--- config.mk ---
export PLATFORM = sky130hd
export DESIGN_NAME = stream_mux_nx1
export DESIGN_NICKNAME = d
export VERILOG_FILES = /design/src/rtl/mux_pkg.sv /design/src/rtl/rr_arbiter.sv /design/src/rtl/stream_mux_nx1.sv
export SDC_FILE = /design/constraint.sdc
export NUM_CORES = 1
export LEC_CHECK = 0
export CAP_MARGIN = 5
export CORE_MARGIN = 2
export CORE_UTILIZATION = 36
export DETAILED_ROUTE_END_ITERATION = 6
export GPL_ROUTABILITY_DRIVEN = 0
export PLACE_DENSITY = 0.78
export SLEW_MARGIN = 5
export SYNTH_ARGS = -nofsm -noshare
export SYNTH_HDL_FRONTEND = slang
export SYNTH_SLANG_ARGS = --single-unit
--- constraint.sdc ---
create_clock -name clk -period 3.5 [get_ports clk]
set_input_delay 1.05 -clock clk [delete_from_list [all_inputs] [get_ports clk]]
set_output_delay 1.05 -clock clk [all_outputs]
set_load 0.005 [all_outputs]
--- src/rtl/mux_pkg.sv ---
// Shared types and helpers for the N:1 stream multiplexer.
package mux_pkg;

    typedef enum logic {
        IDLE   = 1'b0,
        LOCKED = 1'b1
    } state_t;

    localparam int unsigned ARB_RR    = 0;
    localparam int unsigned ARB_FIXED = 1;

    function automatic int unsigned idx_width(input int unsigned n);
        return (n < 2) ? 1 : $clog2(n);
    endfunction

endpackage

--- src/rtl/rr_arbiter.sv ---
// Combinational arbiter: first request at or after ptr (round-robin) or lowest index (fixed).
module rr_arbiter
    import mux_pkg::*;
#(
    parameter int unsigned N = 4,
    localparam int unsigned SW = idx_width(N)
) (
    input  logic [N-1:0]  req,
    input  logic [SW-1:0] ptr,
    input  logic          mode,
    output logic [N-1:0]  gnt,
    output logic [SW-1:0] idx
);

    always_comb begin
        int unsigned start;
        int unsigned k;
        logic        found;
        gnt   = '0;
        idx   = '0;
        found = 1'b0;
        k     = 0;
        start = mode ? 0 : 32'(ptr);
        if (start >= N) start = 0;
        for (int unsigned i = 0; i < N; i++) begin
            k = (start + i) % N;
            if (!found && req[k]) begin
                found  = 1'b1;
                gnt[k] = 1'b1;
                idx    = SW'(k);
            end
        end
    end

endmodule

--- src/rtl/stream_mux_nx1.sv ---
// Registered N:1 valid/ready stream mux with packet-atomic grants and forced-channel override.
module stream_mux_nx1
    import mux_pkg::*;
#(
    parameter int unsigned N        = 4,
    parameter int unsigned W        = 32,
    parameter int unsigned ARB_MODE = 0,
    localparam int unsigned SW      = idx_width(N)
) (
    input  logic           clk,
    input  logic           rst_n,
    input  logic [N-1:0]   in_valid,
    input  logic [N*W-1:0] in_data,
    input  logic [N-1:0]   in_last,
    output logic [N-1:0]   in_ready,
    input  logic           force_en,
    input  logic [SW-1:0]  force_sel,
    output logic           out_valid,
    output logic [W-1:0]   out_data,
    output logic           out_last,
    input  logic           out_ready,
    output logic           busy,
    output logic [SW-1:0]  grant_idx
);

    localparam int unsigned EXT = 1 << SW;

    state_t          state, state_nxt;
    logic [SW-1:0]   rr_ptr;
    logic            forced_pkt;
    logic [N-1:0]    arb_gnt;
    logic [SW-1:0]   arb_idx;
    logic [EXT-1:0]  valid_ext;
    logic [EXT-1:0]  gnt_ext;
    logic [N-1:0]    gnt_vec;
    logic [SW-1:0]   acc_idx;
    logic [W-1:0]    data_sel;
    logic            last_sel;
    logic            load_en;
    logic            accept;
    logic            forced_now;
    logic [SW-1:0]   ptr_next;

    rr_arbiter #(.N(N)) u_arb (
        .req  (in_valid),
        .ptr  (rr_ptr),
        .mode (ARB_MODE == ARB_FIXED),
        .gnt  (arb_gnt),
        .idx  (arb_idx)
    );

    assign valid_ext = EXT'(in_valid);
    assign load_en   = ~out_valid | out_ready;

    // Locked packets ignore arbitration and force; only the held channel is eligible.
    always_comb begin
        gnt_ext = '0;
        gnt_vec = '0;
        acc_idx = grant_idx;
        if (state == LOCKED) begin
            gnt_ext[grant_idx] = 1'b1;
            gnt_vec            = gnt_ext[N-1:0];
        end else if (force_en) begin
            acc_idx = force_sel;
            if (32'(force_sel) < N && valid_ext[force_sel]) begin
                gnt_ext[force_sel] = 1'b1;
                gnt_vec            = gnt_ext[N-1:0];
            end
        end else begin
            gnt_vec = arb_gnt;
            acc_idx = arb_idx;
        end
    end

    always_comb begin
        data_sel = '0;
        last_sel = 1'b0;
        for (int unsigned i = 0; i < N; i++) begin
            if (acc_idx == SW'(i)) begin
                data_sel = in_data[i*W +: W];
                last_sel = in_last[i];
            end
        end
    end

    assign in_ready   = load_en ? gnt_vec : '0;
    assign accept     = |(in_valid & in_ready);
    assign forced_now = (state == IDLE) ? force_en : forced_pkt;
    assign ptr_next   = (acc_idx == SW'(N - 1)) ? '0 : acc_idx + 1'b1;
    assign busy       = (state == LOCKED);

    always_comb begin
        state_nxt = state;
        if (accept) begin
            state_nxt = last_sel ? IDLE : LOCKED;
        end
    end

    always_ff @(posedge clk or negedge rst_n) begin
        if (!rst_n) begin
            state <= IDLE;
        end else begin
            state <= state_nxt;
        end
    end

    always_ff @(posedge clk or negedge rst_n) begin
        if (!rst_n) begin
            out_valid  <= 1'b0;
            out_data   <= '0;
            out_last   <= 1'b0;
            grant_idx  <= '0;
            rr_ptr     <= '0;
            forced_pkt <= 1'b0;
        end else if (accept) begin
            out_valid <= 1'b1;
            out_data  <= data_sel;
            out_last  <= last_sel;
            grant_idx <= acc_idx;
            if (state == IDLE) begin
                forced_pkt <= force_en;
            end
            if (last_sel && ARB_MODE == ARB_RR && !forced_now) begin
                rr_ptr <= ptr_next;
            end
        end else if (out_ready) begin
            out_valid <= 1'b0;
        end
    end

endmodule

Word level (Yosys, flattened, before mapping)
Index checks and enable logic that the tools add are counted.
{"block": "op_classes", "n_addsub": 4, "order_cmp": 13, "eq_ne": 3, "muxes": 53, "bitwise_logic": 6, "n_reduce_logical": 18}
{"op": "$mux W32", "n": 4}
{"op": "$mux W4", "n": 8}
{"op": "$mux W1", "n": 22}
{"op": "$lt A2 B3 Y1 const B", "n": 6}
{"op": "$mux W2", "n": 8}
{"op": "$demux W1 S2", "n": 6}
{"op": "$ge A2 B1 Y1 const B", "n": 6}
{"op": "$or A4 B4 Y4", "n": 3}
{"op": "$bmux W1 S2", "n": 5}
{"op": "$logic_and A1 B1 Y1", "n": 10}
{"op": "$add A2 B1 Y2 const B", "n": 2}
{"op": "$add A2 B2 Y2 const B", "n": 2}
{"op": "$and A4 B4 Y4", "n": 1}
{"op": "$eq A2 B2 Y1 const B", "n": 2}
{"op": "$logic_not A1 Y1", "n": 4}
{"op": "$reduce_or A4 Y1", "n": 1}
{"op": "$ge A2 B3 Y1 const B", "n": 1}
{"op": "$eq A2 B1 Y1 const B", "n": 1}
{"op": "$logic_not A2 Y1", "n": 1}
{"op": "$reduce_and A2 Y1", "n": 1}
{"op": "$reduce_bool A2 Y1", "n": 1}
{"op": "$not A1 Y1", "n": 1}
{"op": "$or A1 B1 Y1", "n": 1}
{"block": "word_totals", "register_bits": 40, "inputBits": 142, "output_inout_bits": 41, "elab_cells": 104}

Longest topological paths before layout
{"block": "logic_depth", "ltp_word": 23, "depth_mapped": 17, "mapped_depth_nobuf": 13}

Hierarchy
From an unflattened synthesis, not the netlist that was laid out.
{"block": "hier_totals", "cells_unflattened": 417, "area_unflattened_um2": 3492.1}
{"module": "stream_mux_nx1", "n_inst": 1, "cells_per_inst": 354, "area_per_inst_um2": 2962.8, "seq_area_each_um2": 1001.0}
{"module": "rr_arbiter", "n_inst": 1, "cells_per_inst": 63, "area_per_inst_um2": 529.3, "seq_area_each_um2": 0.0}

Least setup slack after synthesis
Ideal clock, no wire load.
{"block": "synth_timing", "path_type": "input-to-reg", "start": "in in_valid[2]", "end": "reg out_data[22]", "setup_time_ns": 0.082, "t_arrival_ns": 3.740, "t_required_ns": 3.418, "slack_ns": -0.322, "stages": 10, "path_buffers": 2, "cell_sequence": "or3b_1 -> a2111oi_4 -> a211oi_2 -> o31ai_2 -> ha_1 -> clkbuf_1 -> buf_1 -> a221oi_1 -> a211o_1 -> a31oi_1"}
{"block": "synth_via", "elab_chain_len": 19, "word_cells_on_any_way": 46, "cone_classes": "eq/ne (3); mux (31); bitwise (4); reduce/logical (8)"}
{"item": "from (decl)", "line_no": "stream_mux_nx1.sv:12", "rtl": "input logic [N-1:0] in_valid,"}
{"item": "$bmux W1 S2", "line_no": "rr_arbiter.sv:27", "rtl": "if (!found && req[k]) begin"}
{"item": "$mux W1 (not written as such)", "line_no": "rr_arbiter.sv:27"}
{"item": "$mux W1", "line_no": "rr_arbiter.sv:27"}
{"item": "$logic_not A1 Y1", "line_no": "rr_arbiter.sv:27"}
{"item": "$logic_and A1 B1 Y1", "line_no": "rr_arbiter.sv:27"}
{"item": "$mux W1", "line_no": "rr_arbiter.sv:27"}
{"item": "$logic_not A1 Y1", "line_no": "rr_arbiter.sv:27"}
{"item": "$logic_and A1 B1 Y1", "line_no": "rr_arbiter.sv:27"}
{"item": "$mux W1", "line_no": "rr_arbiter.sv:27"}
{"item": "$logic_not A1 Y1", "line_no": "rr_arbiter.sv:27"}
{"item": "$logic_and A1 B1 Y1", "line_no": "rr_arbiter.sv:27"}
{"item": "$mux W2", "line_no": "rr_arbiter.sv:27"}
{"item": "$mux W2", "line_no": "stream_mux_nx1.sv:63", "rtl": "end else if (force_en) begin"}
{"item": "$mux W2", "line_no": "stream_mux_nx1.sv:60", "rtl": "if (state == LOCKED) begin"}
{"item": "$logic_not A2 Y1", "line_no": "stream_mux_nx1.sv:79", "rtl": "if (acc_idx == SW'(i)) begin"}
{"item": "$mux W32 (4 in a row)", "line_no": "stream_mux_nx1.sv:79"}
{"item": "to (signal assigned)", "line_no": "stream_mux_nx1.sv:117", "rtl": "out_data <= data_sel;"}
{"item": "to (decl)", "line_no": "stream_mux_nx1.sv:19", "rtl": "output logic [W-1:0] out_data,"}
Several ways; a longest one is shown, not always the timed one. The select of a mux whose other input is x is not followed.
A chain may end at the register's enable or synchronous reset.

Final worst setup path
{"block": "layout_timing", "start": "in in_valid[3]", "end": "out in_ready[3]"}
{"block": "layout_via", "elab_chain_len": 15, "word_cells_on_any_way": 30, "cone_classes": "mux (21); bitwise (3); reduce/logical (6)"}
{"item": "$bmux W1 S2", "line_no": "rr_arbiter.sv:27"}
{"item": "$mux W1 (not written as such)", "line_no": "rr_arbiter.sv:27"}
{"item": "$mux W1", "line_no": "rr_arbiter.sv:27"}
{"item": "$logic_not A1 Y1", "line_no": "rr_arbiter.sv:27"}
{"item": "$logic_and A1 B1 Y1", "line_no": "rr_arbiter.sv:27"}
{"item": "$mux W1", "line_no": "rr_arbiter.sv:27"}
{"item": "$logic_not A1 Y1", "line_no": "rr_arbiter.sv:27"}
{"item": "$logic_and A1 B1 Y1", "line_no": "rr_arbiter.sv:27"}
{"item": "$mux W1", "line_no": "rr_arbiter.sv:27"}
{"item": "$logic_not A1 Y1", "line_no": "rr_arbiter.sv:27"}
{"item": "$logic_and A1 B1 Y1", "line_no": "rr_arbiter.sv:27"}
{"item": "$mux W4", "line_no": "rr_arbiter.sv:27"}
{"item": "$mux W4 *", "line_no": "stream_mux_nx1.sv:63"}
{"item": "$mux W4 *", "line_no": "stream_mux_nx1.sv:60"}
{"item": "$mux W4 *", "line_no": "stream_mux_nx1.sv:86", "rtl": "assign in_ready = load_en ? gnt_vec : '0;"}
{"item": "to (decl)", "line_no": "stream_mux_nx1.sv:15", "rtl": "output logic [N-1:0] in_ready,"}
Mark *: on every way between the ends. The rest lies on a longest branch, timed or not. The select of a mux whose other input is x is not followed.

==> run_results.csv <==
group,metric,value,unit
status,status,"complete, but fails checks",
status,violations,"negative setup slack",
floorplanning,io_pins,183,
floorplanning,dieWidth,102,µm
sta,fin_tns_setup,-1.60,ns
critical_path,ff2ff_setup_slack,0.09,ns
synthesis,ys_ff_latch,40,
synthesis,syn_inst,407,
cts,clockBufferDepth,2,
sta,rsz0062_at_grt,"yes",
global_route,grt_pass1_wl,21400,µm
floorplanning,dieArea,10300,µm²
synthesis,synth_top_area_share,29.2,%
cells_and_area,finalInstanceArea,6770,µm²
floorplanning,dieHeight,102,µm
global_route,antenna_found_initial,0,
critical_path,crit_top_cell,"buf_6",
sta,tightestPinTransition,0.909,ns
worst_hold_path,worstHoldEndpoint,"forced_pkt",
sta,setup_viol,19,
routing,drtIter0Drc,182,
critical_path,critPathArrivalTime,2.81,ns
critical_path,critPathRequiredTime,2.45,ns
worst_hold_path,hold_class,"register to register",
critical_path,end_kind,"output port",
synthesis,syn_area,3430,µm²
synthesis,yosysWarnings,0,
global_route,grtUsageMet1,30.2,%
critical_path,reg2regPathDepth,15,
cells_and_area,diodes,0,
synthesis,synth_area_leader_cell,"dfrtp_1",
cts,cts_buffers,5,
critical_path,r2r_start,"rr_ptr[1]",
power,power_frac_comb,80.3,%
floorplanning,start_util,37.1,%
worst_hold_path,holdPathStages,1,
power,power.density,959,nW/µm²
synthesis,ys.flop_type,"dfrtp_1",
critical_path,cp-start-kind,"primary input",
global_route,grt_max_degree,51,
critical_path,path_cells,"buf_6, buf_6, buf_6, buf_6, buf_6, and3b_1, a21oi_2, a21oi_1, nand3_1, a31oi_1, a32oi_1, nor2_1, buf_2",
routing,via_per_inst,5.48,
synthesis,ys_seq_area_share,29.2,%
critical_path,r2r-end,"rr_ptr[1]",
floorplanning,rows,35,
synthesis,avgSynthCellArea,8.42,µm²
cells_and_area,area.growth.synth_to_final,97.4,%
synthesis,synth_area_leaders,"dfrtp_1 29%, a211o_1 8.7%, a221oi_1 6.4%",
sta,final.setup.worst_slack,-0.363,ns
routing,drtPass1Iterations,5,
synthesis,netlist_top_cells_count,"44 x nor2_1, 43 x nand2_1, 42 x inv_1",
global_route,busiest_layer,"met2",
global_route,track_usage,26.3,%
power,ir_drop,0.454,mV
sta,fmax,259,MHz
power,p_sw_share,42.6,%
cts,cts_tree,"done",
critical_path,max_stage_delay,0.25,ns
global_route,gr-total-overflow,0,
critical_path,critPathKind,"primary input to output port",
power,p_int,0.00372,W
synthesis,syn_nets,559,
synthesis,synth-edff-count,0,
sta,skew,0.00427,ns
floorplanning,core_area,9240,µm²
power,p_sw,0.00277,W
sta,final_max_slew_viol_count,0,
cts,cts_num_sinks,40,
placement,dpl_cell_area,5930,µm²
routing,drt_wl_total,14800,µm
synthesis,ys_types,58,
routing,final_antenna_net_count,0,
power,seqPwrFrac,13.7,%
cells_and_area,layout-drive-gt1-share,29.4,%
global_route,grt_pass1_vias,4366,
cts,h-tree-depth,2,
critical_path,slowest_stage,"a31oi_1",
cells_and_area,num-nets-final,814,
cts,cts-root-buf,"clkbuf_8",
sta,relSlewSlack,39.4,%
global_route,use_met3,5.87,%
cts,path_clk_slew,0.08,ns
critical_path,critPathMaxFanout,5,
routing,wire_per_inst,18.7,µm
routing,vias,4342,
power,p_leak,2.85,nW
synthesis,async_flop_share,100,%
sta,post-route-period-util,110,%
run,drv_cap,0,
sta,fin_crit,3.86,ns
sta,hold_viol,0,
power,clkPwrFrac,6.0,%
placement,placement.io_buffers,182,
cts,clock_latency,0.29,ns
routing,route.detailed.drc,0,
placement,hpwl,9930,µm
global_route,grtUsageMet2,47.0,%
synthesis,synth_most_common_cell,"nor2_1",
worst_hold_path,min_from,"forced_pkt",
[cell families (layout without fill, tap and decap cells)]
group | Yosys count | count (layout) | share of synthesized area [%]
AO/OA/AOI/OAI | 145 | 145 | 35.1
AND/OR/NAND/NOR | 116 | 116 | 16.5
buffers and inverters | 81 | 337 | 9.74
flip-flops | 40 | 40 | 29.2
multiplexers | 15 | 15 | 5.73
adder cells (fa/ha/maj) | 10 | 10 | 3.65
[layout make-up]
cell class / instances / area [µm²]
Tap cell: 129 / 161
Multi-Input combinational cell: 286 / 2470
Inverter: 43 / 161
Fill cell: 641 / 2470
Clock inverter: 3 / 46.3
Timing Repair Buffer: 286 / 2860
Clock buffer: 5 / 68.8
Sequential cell: 40 / 1000
[flip-flops by register name, summed over array words and instances (netlist names)]
register	count
busy	1
rr_ptr	2
out_data	32
forced_pkt	1
out_valid	1
grant_idx	2
out_last	1
[critical path, delay by kind of cell]
| family | cells | cell delay [ns] |
|---|---|---|
| buffers and inverters | 6 | 0.67 |
| AO/OA/AOI/OAI | 4 | 0.57 |
| AND/OR/NAND/NOR | 3 | 0.50 |
[repair_timing]
item,4_1_cts,5_1_grt
hold endpoints to repair,0,0
setup buffers,34,11
pin swaps,31,39
hold buffers,0,0
gates cloned,3,2
gates resized for setup,79,42
setup endpoints to repair,44,41
[how the worst max path moves through the flow]
stage | start | to | slack (ns) | depth (start not counted)
finish | in_valid[3] | in_ready[3] | -0.36 | 13
global route | in_valid[3] | in_ready[3] | -0.40 | 13
CTS | in_valid[3] | in_ready[3] | -0.25 | 9
detailed placement | in_valid[3] | in_ready[3] | -0.98 | 8
global placement | in_valid[3] | in_ready[2] | -0.95 | 7
floorplan | in_valid[2] | rr_ptr[1] | -0.19 | 11
[power by group through the flow]
stage	Combinational [W]	Sequential (W)	Clock [W]
final	0.00521	0.000888	0.000390
after global routing	0.00556	0.000916	0.000415
after CTS	0.00467	0.000877	0.000401
after detailed placement	0.00412	0.000885	0
after global placement	0.00403	0.000872	0
after floorplan	0.00248	0.000903	0
[cells in the final DEF (no fill, tap or decap), drive strengths merged, types with 7 or more instances in the layout]
master	count
clkbuf	7
buf	111
nor2	44
a21oi	13
nand2	43
a221oi	34
dfrtp	40
clkdlybuf4s50	173
a211o	34
inv	43
ha	10
mux2	7
a31oi	34
[routing by layer]
layer	wire (µm)	up-vias	part of all wire (%)
met2	7630	222	51
li1	-	2018	-
met1	5530	2050	37
met3	1020	52	6.9
met5	0	-	0
met4	647	0	4.4
[stage by stage]
| step | util (%) | setup slack [ns] | instances | total power (W) | hold WS [ns] |
|---|---|---|---|---|---|
| floorplan | - | -0.190 | 407 | 0.00338 | 0.465 |
| global placement | 64.1 | -0.947 | 747 | 0.00491 | 0.477 |
| detailed placement | 64.1 | -0.984 | 747 | 0.00500 | 0.496 |
| CTS | 70.4 | -0.247 | 785 | 0.00594 | 0.516 |
| global route | 73.3 | -0.402 | 792 | 0.00689 | 0.543 |
| finish | 73.3 | -0.363 | 792 | 0.00649 | 0.508 |
No activity file was read; power rests on OpenSTA's default activity.
